### config.mk
export PLATFORM = sky130hd
export DESIGN_NAME = cpu_control_unit
export DESIGN_NICKNAME = d
export VERILOG_FILES = /design/src/rtl/cpu_pkg.sv /design/src/rtl/cpu_decoder.sv /design/src/rtl/cpu_control_unit.sv
export SDC_FILE = /design/constraint.sdc
export NUM_CORES = 1
export LEC_CHECK = 0
export BUFFER_PORTS_ARGS = -buffer_cell sky130_fd_sc_hd__buf_2
export CAP_MARGIN = 10
export CORE_AREA = 4 4 84 86
export CTS_BUF_LIST = sky130_fd_sc_hd__clkbuf_4 sky130_fd_sc_hd__clkbuf_8
export DETAILED_ROUTE_END_ITERATION = 6
export DIE_AREA = 0 0 88 90
export SLEW_MARGIN = 10
export SYNTH_ARGS = -nofsm -noshare
export SYNTH_HDL_FRONTEND = slang
export SYNTH_SLANG_ARGS = --single-unit
### constraint.sdc
create_clock -name clk -period 1.5 [get_ports clk]
set_input_delay 0.225 -clock clk [delete_from_list [all_inputs] [get_ports clk]]
set_output_delay 0.225 -clock clk [all_outputs]
set_load 0.05 [all_outputs]
### src/rtl/cpu_pkg.sv
// cpu_pkg: opcodes, FSM state type, IR field slices and the
// decoded-instruction bundle shared by the CPU control unit files.
package cpu_pkg;

    localparam logic [3:0] OP_NOP   = 4'h0;
    localparam logic [3:0] OP_LOAD  = 4'h1;
    localparam logic [3:0] OP_STORE = 4'h2;
    localparam logic [3:0] OP_ADD   = 4'h3;
    localparam logic [3:0] OP_SUB   = 4'h4;
    localparam logic [3:0] OP_AND   = 4'h5;
    localparam logic [3:0] OP_OR    = 4'h6;
    localparam logic [3:0] OP_JMP   = 4'h7;
    localparam logic [3:0] OP_LDI   = 4'h8;
    localparam logic [3:0] OP_JZ    = 4'h9;
    localparam logic [3:0] OP_INC   = 4'hA;
    localparam logic [3:0] OP_DEC   = 4'hB;
    localparam logic [3:0] OP_HALT  = 4'hF;

    localparam int IR_OP_MSB  = 7;
    localparam int IR_OP_LSB  = 4;
    localparam int IR_FLD_MSB = 3;
    localparam int IR_FLD_LSB = 0;

    typedef enum logic [2:0] {
        S_FETCH,
        S_DECODE,
        S_MEM_RD,
        S_EXECUTE,
        S_HALT
    } cu_state_t;

    typedef struct packed {
        logic is_alu;
        logic needs_mem;
        logic writes_acc;
        logic is_jump;
        logic is_illegal;
    } dec_t;

    function automatic logic [3:0] ir_op(input logic [7:0] ir);
        return ir[IR_OP_MSB:IR_OP_LSB];
    endfunction

    function automatic logic [3:0] ir_fld(input logic [7:0] ir);
        return ir[IR_FLD_MSB:IR_FLD_LSB];
    endfunction

endpackage

### src/rtl/cpu_decoder.sv
// cpu_decoder: combinational IR -> control class bits.
// is_alu means the ALU is driven in EXECUTE (ALU ops, JZ, INC, DEC).
module cpu_decoder
    import cpu_pkg::*;
(
    input  logic [7:0] ir,
    output dec_t       dec
);

    logic [3:0] op;

    assign op = ir_op(ir);

    // classify the opcode; reserved encodings fall to default
    always_comb begin
        dec = '0;
        unique case (1'b1)
            (op == OP_NOP),
            (op == OP_HALT): begin
            end
            (op == OP_STORE): begin
            end
            (op == OP_LOAD): begin
                dec.needs_mem  = 1'b1;
                dec.writes_acc = 1'b1;
            end
            (op == OP_ADD),
            (op == OP_SUB),
            (op == OP_AND),
            (op == OP_OR): begin
                dec.is_alu     = 1'b1;
                dec.needs_mem  = 1'b1;
                dec.writes_acc = 1'b1;
            end
            (op == OP_INC),
            (op == OP_DEC): begin
                dec.is_alu     = 1'b1;
                dec.writes_acc = 1'b1;
            end
            (op == OP_LDI): begin
                dec.writes_acc = 1'b1;
            end
            (op == OP_JMP): begin
                dec.is_jump = 1'b1;
            end
            (op == OP_JZ): begin
                dec.is_alu  = 1'b1;
                dec.is_jump = 1'b1;
            end
            default: begin
                dec.is_illegal = 1'b1;
            end
        endcase
    end

endmodule

### src/rtl/cpu_control_unit.sv
// cpu_control_unit: multi-cycle sequencer owning PC, ACC and Z.
// CU_ILLEGAL_TRAP_EN: reserved opcodes halt and set illegal_op.
module cpu_control_unit
    import cpu_pkg::*;
#(
    parameter int ADDR_W = 4,
    parameter int DATA_W = 8
) (
    input  logic              clk,
    input  logic              rst,
    output logic              imem_req,
    output logic [ADDR_W-1:0] imem_addr,
    input  logic              imem_valid,
    input  logic [7:0]        imem_rdata,
    output logic [ADDR_W-1:0] dmem_addr,
    output logic              dmem_we,
    output logic [DATA_W-1:0] dmem_wdata,
    input  logic [DATA_W-1:0] dmem_rdata,
    output logic [3:0]        alu_opcode,
    output logic [DATA_W-1:0] alu_a,
    output logic [DATA_W-1:0] alu_b,
    input  logic [DATA_W-1:0] alu_result,
    input  logic              alu_zero,
    output logic [ADDR_W-1:0] pc,
    output logic [DATA_W-1:0] acc,
    output logic              zero_flag,
`ifdef CU_ILLEGAL_TRAP_EN
    output logic              illegal_op,
`endif
    output logic              halted
);

`ifdef CU_ILLEGAL_TRAP_EN
    localparam bit TRAP_EN = 1'b1;
`else
    localparam bit TRAP_EN = 1'b0;
`endif

    cu_state_t         state_q;
    cu_state_t         state_d;
    logic [7:0]        ir_q;
    logic [ADDR_W-1:0] pc_q;
    logic [DATA_W-1:0] acc_q;
    logic [DATA_W-1:0] opnd_q;
    logic              z_q;
    dec_t              dec;
    logic [3:0]        op;
    logic [3:0]        fld;
    logic [DATA_W-1:0] ld_val;
    logic              trap;

    assign op     = ir_op(ir_q);
    assign fld    = ir_fld(ir_q);
    assign ld_val = (op == OP_LDI) ? DATA_W'(fld) : opnd_q;
    assign trap   = TRAP_EN && dec.is_illegal;

    cpu_decoder u_dec (
        .ir  (ir_q),
        .dec (dec)
    );

    assign imem_addr  = pc_q;
    assign dmem_addr  = ADDR_W'(fld);
    assign dmem_wdata = acc_q;
    assign alu_a      = acc_q;
    assign alu_b      = opnd_q;
    assign pc         = pc_q;
    assign acc        = acc_q;
    assign zero_flag  = z_q;
    assign halted     = (state_q == S_HALT) && !rst;

    // state register
    always_ff @(posedge clk) begin
        if (rst) state_q <= S_FETCH;
        else     state_q <= state_d;
    end

    // next state and bus strobes; strobes forced low while in reset
    always_comb begin
        state_d    = state_q;
        imem_req   = 1'b0;
        dmem_we    = 1'b0;
        alu_opcode = 4'h0;
        unique case (state_q)
            S_FETCH: begin
                imem_req = 1'b1;
                if (imem_valid) state_d = S_DECODE;
            end
            S_DECODE: begin
                if (op == OP_HALT || trap) state_d = S_HALT;
                else if (dec.needs_mem)    state_d = S_MEM_RD;
                else                       state_d = S_EXECUTE;
            end
            S_MEM_RD: begin
                state_d = S_EXECUTE;
            end
            S_EXECUTE: begin
                if (dec.is_alu) alu_opcode = op;
                dmem_we = (op == OP_STORE);
                state_d = S_FETCH;
            end
            S_HALT: begin
            end
            default: begin
                state_d = S_FETCH;
            end
        endcase
        if (rst) begin
            imem_req   = 1'b0;
            dmem_we    = 1'b0;
            alu_opcode = 4'h0;
        end
    end

    // architectural state: IR, PC, operand latch, ACC, Z
    always_ff @(posedge clk) begin
        if (rst) begin
            ir_q   <= '0;
            pc_q   <= '0;
            opnd_q <= '0;
            acc_q  <= '0;
            z_q    <= 1'b0;
        end else begin
            unique case (state_q)
                S_FETCH: begin
                    if (imem_valid) begin
                        ir_q <= imem_rdata;
                        pc_q <= pc_q + ADDR_W'(1);
                    end
                end
                S_MEM_RD: begin
                    opnd_q <= dmem_rdata;
                end
                S_EXECUTE: begin
                    if (dec.writes_acc) begin
                        if (dec.is_alu) begin
                            acc_q <= alu_result;
                            z_q   <= alu_zero;
                        end else begin
                            acc_q <= ld_val;
                            z_q   <= (ld_val == '0);
                        end
                    end
                    if (dec.is_jump && (op == OP_JMP || alu_zero))
                        pc_q <= ADDR_W'(fld);
                end
                default: begin
                end
            endcase
        end
    end

`ifdef CU_ILLEGAL_TRAP_EN
    logic illegal_q;

    assign illegal_op = illegal_q;

    // sticky flag raised when a reserved opcode is decoded
    always_ff @(posedge clk) begin
        if (rst)
            illegal_q <= 1'b0;
        else if (state_q == S_DECODE && dec.is_illegal)
            illegal_q <= 1'b1;
    end
`endif

endmodule

* Word level (Yosys, flattened, before mapping) *
Index checks and enable logic that the tools add are counted.

operators by class
  equality and inequality tests = 18
  reduce and logical (&&, ||, !) cells = 15
  bitwise logic cells = 1
  muxes and demuxes = 21
  $add $sub $neg = 1

operators with widths
  kind                                                                    count
  4-bit equality test (second input constant)                             5
  4-bit 2-to-1 mux                                                        5
  4-bit by 3-bit equality test with 1-bit output (second input constant)  4
  8-bit 2-to-1 mux                                                        2
  3-bit case mux with 4 select lines                                      1
  1-bit 2-to-1 mux                                                        10
  4-bit by 2-bit equality test with 1-bit output (second input constant)  2
  8-bit zero test                                                         1
  4-bit case mux with 2 select lines                                      1
  8-bit OR reduction                                                      1
  7-bit OR reduction                                                      1
  3-bit by 2-bit equality test with 1-bit output (second input constant)  2
  3-bit 2-to-1 mux                                                        2
  2-bit AND reduction                                                     3
  5-bit OR reduction                                                      1
  4-bit by 1-bit adder with 4-bit output (second input constant)          1
  4-bit by 1-bit equality test with 1-bit output (second input constant)  1
  2-bit inequality test (second input constant)                           2
  3-bit by 1-bit equality test with 1-bit output (second input constant)  1
  3-bit equality test (second input constant)                             1
  3-bit zero test                                                         1
  3-bit AND reduction                                                     1
  1-bit logical AND                                                       2
  2-bit nonzero test                                                      1
  4 further kinds                                                         4

word-level totals
  logic and storage cells = 62
  flip-flop bits (word level) = 32
  output and inout port bits = 52
  bits of input ports = 28

* Logic depth before layout (Yosys ltp) *
Gate-level depths: netlist of the first run.

  word-level depth = 6
  depth in mapped cells = 6
  depth with buffers taken out = 4

* By module *
Synthesis of the first run repeated with hierarchy kept, for this count alone.

second synthesis, totals
  cell total of the unflattened synthesis = 218
  area, all modules = 1,894.3 um2

modules (own cells, without submodules)
  module            times used  seq. area each (um2)  cells each  area an instance (um2)
  cpu_control_unit  1           640.6                 204         1,784.2
  cpu_decoder       1           0.0                   14          110.1

* Worst setup path before layout of the first run *
No wires, ideal clock.

  kind = register -> output
  start = reg state_q[0]
  end = out alu_opcode[3]
  data required time = 1.275 ns
  buffers on the path = 1
  stages on the path, launching flop included = 5
  arrival time = 2.430 ns
  path slack = -1.155 ns
  cells stage by stage = dfxtp_1 -> buf_2 -> nand3b_1 -> nor2_1 -> nor4bb_1

on the way
  word-level cells in the longest chain between the ends = 3

ends and longest elaborated chain
  what                                            RTL line                 source
  start, declared                                 cpu_control_unit.sv:39   cu_state_t state_q;
  start signal, assigned                          cpu_control_unit.sv:75   else state_q <= state_d;
  3-bit by 2-bit equality test with 1-bit output  cpu_control_unit.sv:84   unique case (state_q)
  4-bit 2-to-1 mux                                cpu_control_unit.sv:84
  4-bit 2-to-1 mux                                cpu_control_unit.sv:108  if (rst) begin
  end, declared                                   cpu_control_unit.sv:19   output logic [3:0] alu_opcode,

No other way between the ends.

* Worst setup path after layout of the first run *
  start = reg ir_q[7]
  end = out alu_opcode[0]

on the way
  word-level cells in the longest chain between the ends = 6
  elaborated cells between the ends (all ways) = 12
  classes of those cells = eq/ne: 7; mux: 4; reduce/logical: 1

ends and longest elaborated chain
  what                                               RTL line                 source
  start, declared                                    cpu_control_unit.sv:41   logic [7:0] ir_q;
  start signal, assigned                             cpu_control_unit.sv:127  ir_q <= imem_rdata;
  4-bit equality test, or another cell as far along  cpu_decoder.sv:46        (op == OP_JZ): begin
  7-bit OR reduction (no line) (*)                   --
  1-bit 2-to-1 mux (*)                               cpu_decoder.sv:17        unique case (1'b1)
  4-bit 2-to-1 mux (*)                               cpu_control_unit.sv:98   if (dec.is_alu) alu_opcode = op;
  4-bit 2-to-1 mux (*)                               cpu_control_unit.sv:84
  4-bit 2-to-1 mux (*)                               cpu_control_unit.sv:108

Every way passes the cells marked *; elsewhere a longest branch is shown, timed or not.

==> summary.txt, run 1 <==
Routed WL per cell = 14.7 um
Port Buffer Count = 79
number of global-route vias before repair = 1954
Seq/Total Area, Yosys = 34.2%
largest family of logic cells by synthesized area = simple AND/OR/NAND/NOR gates
worst hold stages = 3
Max Cap Viol = 0
synthesized net count = 255
final setup vio count = 20
# nets final = 360
CP Cell Sequence = maj3_2 > mux2_4 > and3_4 > buf_8
CP delay by family, top = flip-flops
GPL Wtd Cong = 0.865
outcome = finished, violations left
relative slew slack = 70.7%
first-pass GRT wire length = 9480 um
Hold Fails Final Rpt = 0
Worst EP required = 1.27 ns
cts hold-fix bufs = 0
CTS sink count = 32
Clock Pin Slew Worst Setup and Hold Paths = 0.07 ns
DRT iter0 DRCs = 60
worst-margin pin slew = 0.438 ns
commonest cells in the netlist = 32 x dfxtp_1, 32 x nand2_1, 27 x buf_4, 18 x nor2_1, 12 x a21oi_1
clk_lat worst skew = 0.28 ns
Main synth FF type = dfxtp_1
Synth Area in Simple Gates = 24.2%
CP max FO = 4
clock buffer count from CTS = 5
RSZ-0062 raised after global routing = yes
minimum clock period = 1.77 ns
TritonRoute pass-1 iters = 4
compound-gate portion of the synthesized area = 15.8%
Synth area leader = dfxtp_1
Max clock buf depth = 2
vias = 1983
# diodes = 0
final worst-path cycle share = 118%
Rows = 29
adder-cell share of the synthesized area = 1.20%
FF+latch count, synth = 32
Worst setup EP type = output pin
Post-synth EDFFs = 0
Root Buffer Master = clkbuf_8
Overflow after GRT = 0
failing checks = setup timing
Setup CP Type = register to output pin
post-synthesis mux area share = 9.09%
setup slack, reg-to-reg = -0.19 ns
CP max stage delay = 0.36 ns
area grow syn2layout = 63.3%
die area = 7920 sq um
beginning of the worst register-to-register path = ir_q[5]$_SDFFE_PP0P_
Worst Reg-to-Reg Cells = 5
die width = 88 um
Peak VDD IR = 0.502 mV
RR Endpoint = acc[0]$_SDFFE_PP0P_
crit path buf inv count = 1
crit path DAT = 1.55 ns
Peak Freq = 565 MHz
Starting Density = 29.8%
synth warn = 0
CTS tree = yes
antenna-violating nets left = 0
I/O pin cnt = 80
Post-Syn Instances = 226
H-tree Lvls = 2
Lkg Pwr = 1.44 nW
synth top area cells = dfxtp_1 34%, buf_4 11%, nand2_1 6.4%
Total Routed Length = 6010 um
Post-Syn Area = 1870 sq um
Crit-path slowest cell = dfxtp_4
Hold Crit Class = input pin to register
Hold Path End = alu_b[6]$_SDFFE_PP0P_
DRC Markers = 0
Post-Synth XOR/XNOR Area = 0%
pre-CTS setup slack = -0.173 ns
clk_skew = 0.00286 ns
PwrDens = 822 nW/um^2
total core area = 6280 sq um
CP startpoint kind = register
largest net degree at the start of global routing = 24
Die Y = 90 um
max-slew violations = 0
post-DP HPWL = 4450 um
drt via density = 4.85
Netlist cell types = 45
Mean Syn Cell Area = 8.28 sq um
ys async rst share = 0%
PnR worst setup slack = -0.271 ns
setup TNS = -3.14 ns
initial antenna violation count = 0
Hold Crit Start = dmem_rdata[6]
Synth top area share = 34.2%
layout cell share with drive strength beyond 1 = 63.0%
Tot GR Track Use = 15.0%
## worst max path at each step
stage	startpoint	cells past startpoint	endpoint	slack, ns
2_1_floorplan	rst	3	imem_req	-0.23
3_3_place_gp	ir_q[5]$_SDFFE_PP0P_	4	acc[1]$_SDFFE_PP0P_	-0.12
3_5_place_dp	ir_q[7]$_SDFFE_PP0P_	4	acc[2]$_SDFFE_PP0P_	-0.17
4_1_cts	ir_q[7]$_SDFFE_PP0P_	4	alu_opcode[0]	-0.28
5_1_grt	state_q[2]$_SDFFE_PP0P_	4	alu_opcode[3]	-0.34
6_report	ir_q[7]$_SDFFE_PP0P_	4	alu_opcode[0]	-0.27
## what timing repair did
item / in CTS / in global routing
resized for setup: 60 / 32
pin swaps: 12 / 19
setup endpoints to repair: 20 / 28
setup buffers: 10 / 10
## through the flow
step / util (%) / hold WS, ns / power, W / instance area [sq um] / std cells
6_report: 48.7 / 0.170 / 0.00251 / 3060 / 409
5_1_grt: 48.7 / 0.180 / 0.00264 / 3060 / 409
4_1_cts: 45.5 / 0.156 / 0.00246 / 2860 / 400
3_5_place_dp: 39.7 / 0.469 / 0.00170 / 2490 / 383
3_3_place_gp: 39.7 / 0.461 / 0.00169 / 2490 / 383
2_1_floorplan: - / 0.353 / 0.00147 / 1950 / 226
## registers in the layout, indices dropped and copies added (netlist names)
signal and count:
ir_q 8, state_q 3, zero_flag 1, acc 8, imem_addr 4, alu_b 8
## worst register-to-register path: stages, from the launching register on
cell and delay [ns]:
dfxtp_4 0.36, buf_6 0.11, or4b_4 0.59, mux2_4 0.35
nor2_4 0.09, o32ai_2 0.09
## area by class of cell
type                       instances  area (sq um)
multi-input combinational        150          1210
sequential                        32           663
tap                               77          96.3
timing repair buffer             140           986
fill                             599          3220
inverter                           2          7.51
clock inverter                     3          23.8
clock buffer                       5          68.8
## per-layer routing
layer  share of wire, %  routed length (um)  global-route usage, %
met4                1.1                  64                   5.24
met2                 54                3250                   25.4
met1                 40                2420                   18.4
met3                4.4                 267                   3.11
met5                  0                   0                      0
## report_power, final
| part | internal, W | total (W) | switching (W) |
|---|---|---|---|
| combinational | 0.000378 | 0.000867 | 0.000489 |
| clock | 0.000328 | 0.000679 | 0.000351 |
| sequential | 0.000900 | 0.000965 | 0.0000659 |
| total | 0.00161 | 0.00251 | 0.000905 |
## cell families after synthesis
| logic type | Yosys count |
|---|---|
| AOI/OAI and AO/OA | 42 |
| and+or+nand+nor | 90 |
| DFF | 32 |
| muxes | 16 |
| adders and majority gates | 2 |
| buffers and inverters | 44 |
## cells in the final DEF, fill, tap and decap left out, types with 4 or more instances in the layout
master | netlist | routed
a21oi_1 | 12 | 6
nand2_1 | 32 | 26
nor2_1 | 18 | 14
nor2_4 | 0 | 4
buf_6 | 2 | 18
mux2i_1 | 11 | 10
dfxtp_2 | 0 | 6
and3_4 | 0 | 5
nand2_4 | 0 | 4
buf_2 | 6 | 72
mux2_4 | 1 | 5
nor3_1 | 6 | 5
clkbuf_8 | 0 | 5
dfxtp_4 | 0 | 4
dfxtp_1 | 32 | 22
o21ai_2 | 0 | 4
a31oi_1 | 6 | 6
nand3_1 | 6 | 6
buf_4 | 27 | 45
a21oi_2 | 0 | 6
Note: power is estimated with default switching activity, not from simulation.
==> run 2: changes to the inputs <==
- SETUP_SLACK_MARGIN: default -> 0.1
==> run 2 against run 1 <==
Against the previous run: the run still ends with setup timing left; die area is the same; sequential cell count is the same; final cell count shrank 4.2%; critical endpoint unchanged; largest cell class unchanged.
==> summary.txt, run 2 (synthesized netlist as in run 1, its figures left out) <==
outcome = finished, violations left
failing checks = setup timing
setup TNS = -2.53 ns (+0.607 ns)
die width = 88 um (unchanged)
Worst setup EP type = output pin
Rows = 29 (unchanged)
minimum clock period = 1.79 ns (+0.0164 ns)
CTS sink count = 32 (unchanged)
Tot GR Track Use = 14.9% (-0.082 points)
placed cell count = 368 (-3.9%)
relative slew slack = 71.1% (+0.42 points)
Hold Crit Class = input pin to register
Peak Freq = 559 MHz (-0.92%)
CP max FO = 5 (+1)
pre-CTS setup slack = -0.193 ns (-0.0198 ns)
crit path DAT = 1.56 ns (about the same)
H-tree Lvls = 2 (unchanged)
metal2 WL = 3040 um (-6.5%)
CP max stage delay = 0.36 ns (about the same)
number of global-route vias before repair = 1950 (-0.20%)
max-slew violations = 0 (unchanged)
Starting Density = 29.8% (unchanged)
final setup vio count = 19 (-5.0%)
PwrDens = 842 nW/um^2 (+2.5%)
TritonRoute pass-1 iters = 4 (unchanged)
clk_skew = 0.00394 ns (+0.00108 ns)
CP Cell Sequence = maj3_2 > mux2_4 > and3_4 > buf_8
Overall Power = 0.00254 W (+1.2%)
Peak VDD IR = 0.487 mV (-2.8%)
drt via density = 4.91 (+1.2%)
met3 WL post-DR = 260 um (-2.6%)
met1 wire length = 2580 um (+6.6%)
Lkg Pwr = 1.39 nW (-3.2%)
CP startpoint kind = register
Setup CP Type = register to output pin
final worst-path cycle share = 119% (+1.1 points)
Hold Fails Final Rpt = 0 (unchanged)
I/O pin cnt = 80 (unchanged)
Crit-path slowest cell = dfxtp_4
initial antenna violation count = 0 (unchanged)
# nets final = 343 (-4.7%)
Max clock buf depth = 2 (unchanged)
final cell count without fillers = 392 (-4.2%)
fillers = 608 (+1.5%)
total core area = 6280 sq um (unchanged)
layout cell share with drive strength beyond 1 = 64.4% (+1.5 points)
Total Routed Length = 5940 um (-1.2%)
post-DP HPWL = 4090 um (-8.1%)
CTS tree = yes
die area = 7920 sq um (unchanged)
Clock Pin Slew Worst Setup and Hold Paths = 0.07 ns (about the same)
Max Cap Viol = 0 (unchanged)
Fin Hold WS = 0.179 ns (+0.00921 ns)
Routed WL per cell = 15.1 um (+3.1%)
uppermost layer routed = met4
antenna-violating nets left = 0 (unchanged)
PnR worst setup slack = -0.287 ns (-0.0164 ns)
DRC Markers = 0 (unchanged)
largest net degree at the start of global routing = 13 (-46%)
DRT iter0 DRCs = 54 (-10%)
Overflow after GRT = 0 (unchanged)
area grow syn2layout = 61.2%
clk_lat worst skew = 0.28 ns (about the same)
# diodes = 0 (unchanged)
Worst EP required = 1.27 ns (about the same)
most common cell after layout, fill and taps aside = buf_2
Port Buffer Count = 79 (unchanged)
GPL Wtd Cong = 0.824 (-4.8%)
commonest cells after routing, fill and taps aside = 72 x buf_2, 28 x buf_4, 22 x dfxtp_1, 17 x nor2_1, 16 x nand2_1
vias = 1924 (-3.0%)
Die Y = 90 um (unchanged)
worst-margin pin slew = 0.433 ns (-0.00489 ns)
RSZ-0062 raised after global routing = yes
clock buffer count from CTS = 5 (unchanged)
Root Buffer Master = clkbuf_8
first-pass GRT wire length = 9500 um (+0.22%)
## run 2: changes by cell type in the layout (fill, tap and decap cells not counted), sizes merged
cell | previous run | this run
clkinvlp | 2 | 1
clkbuf | 5 | 7
clkinv | 1 | 0
buf | 140 | 123
## run 2: path summary, 6_finish.rpt
kind                                                 from                   endpoint  slack [ns]  cells after the start
worst max-delay path                 ir_q[5]$_SDFFE_PP0P_              alu_opcode[0]       -0.29                      4
worst max register to register       ir_q[7]$_SDFFE_PP0P_        acc[2]$_SDFFE_PP0P_       -0.19                      7
worst min register to register  imem_addr[2]$_SDFFE_PP0P_  imem_addr[2]$_SDFFE_PP0P_        0.49                      2
worst min-delay path                        dmem_rdata[6]      alu_b[6]$_SDFFE_PP0P_        0.18                      3
## run 2: area by class of cell
class | count | area (sq um) | share of cell area [%]
Clock inverter | 1 | 7.51 | 0.249
Sequential cell | 32 | 658 | 21.8
Multi-Input combinational cell | 150 | 1260 | 41.9
Tap cell | 77 | 96.3 | 3.19
Clock buffer | 7 | 90.1 | 2.99
Timing Repair Buffer | 123 | 895 | 29.6
Inverter | 2 | 7.51 | 0.249
## run 2: worst max-delay path, delay by kind of cell, from the launching register on
family | cells | cell delay, ns
adder cells (fa/ha/maj) | 1 | 0.32
AND/OR/NAND/NOR | 1 | 0.16
multiplexers | 1 | 0.30
flip-flops | 1 | 0.36
buffers and inverters | 1 | 0.14
## run 2: timing repair
item,in CTS,in global routing
hold buffers,0,0
gates cloned,1,0
resized for setup,70,40
setup buffers,15,2
pin swaps,27,23
endpoints found under the setup margin,29,31
## run 2: report_power, final
group	total (W)	internal [W]	switching (W)	leakage (nW)
clock	0.000712	0.000391	0.000321	0.0479
combinational	0.000861	0.000356	0.000506	1.08
sequential	0.000969	0.000902	0.0000676	0.265
total	0.00254	0.00165	0.000894	1.39
## run 2: stage by stage
| step | cell area, sq um | util (%) |
|---|---|---|
| final | 3020 | 48.1 |
| after CTS | 2840 | 45.3 |
| after detailed placement | 2380 | 37.9 |
| after global routing | 3020 | 48.1 |
| after floorplan | 1980 | - |
| after global placement | 2380 | 37.9 |
## run 2: layer usage
metal  vias to the layer above  track usage [%]
met5                         -                0
met3                         4             3.02
met2                        45             24.8
li1                        963                -
met1                       912             19.2
met4                         0             4.09
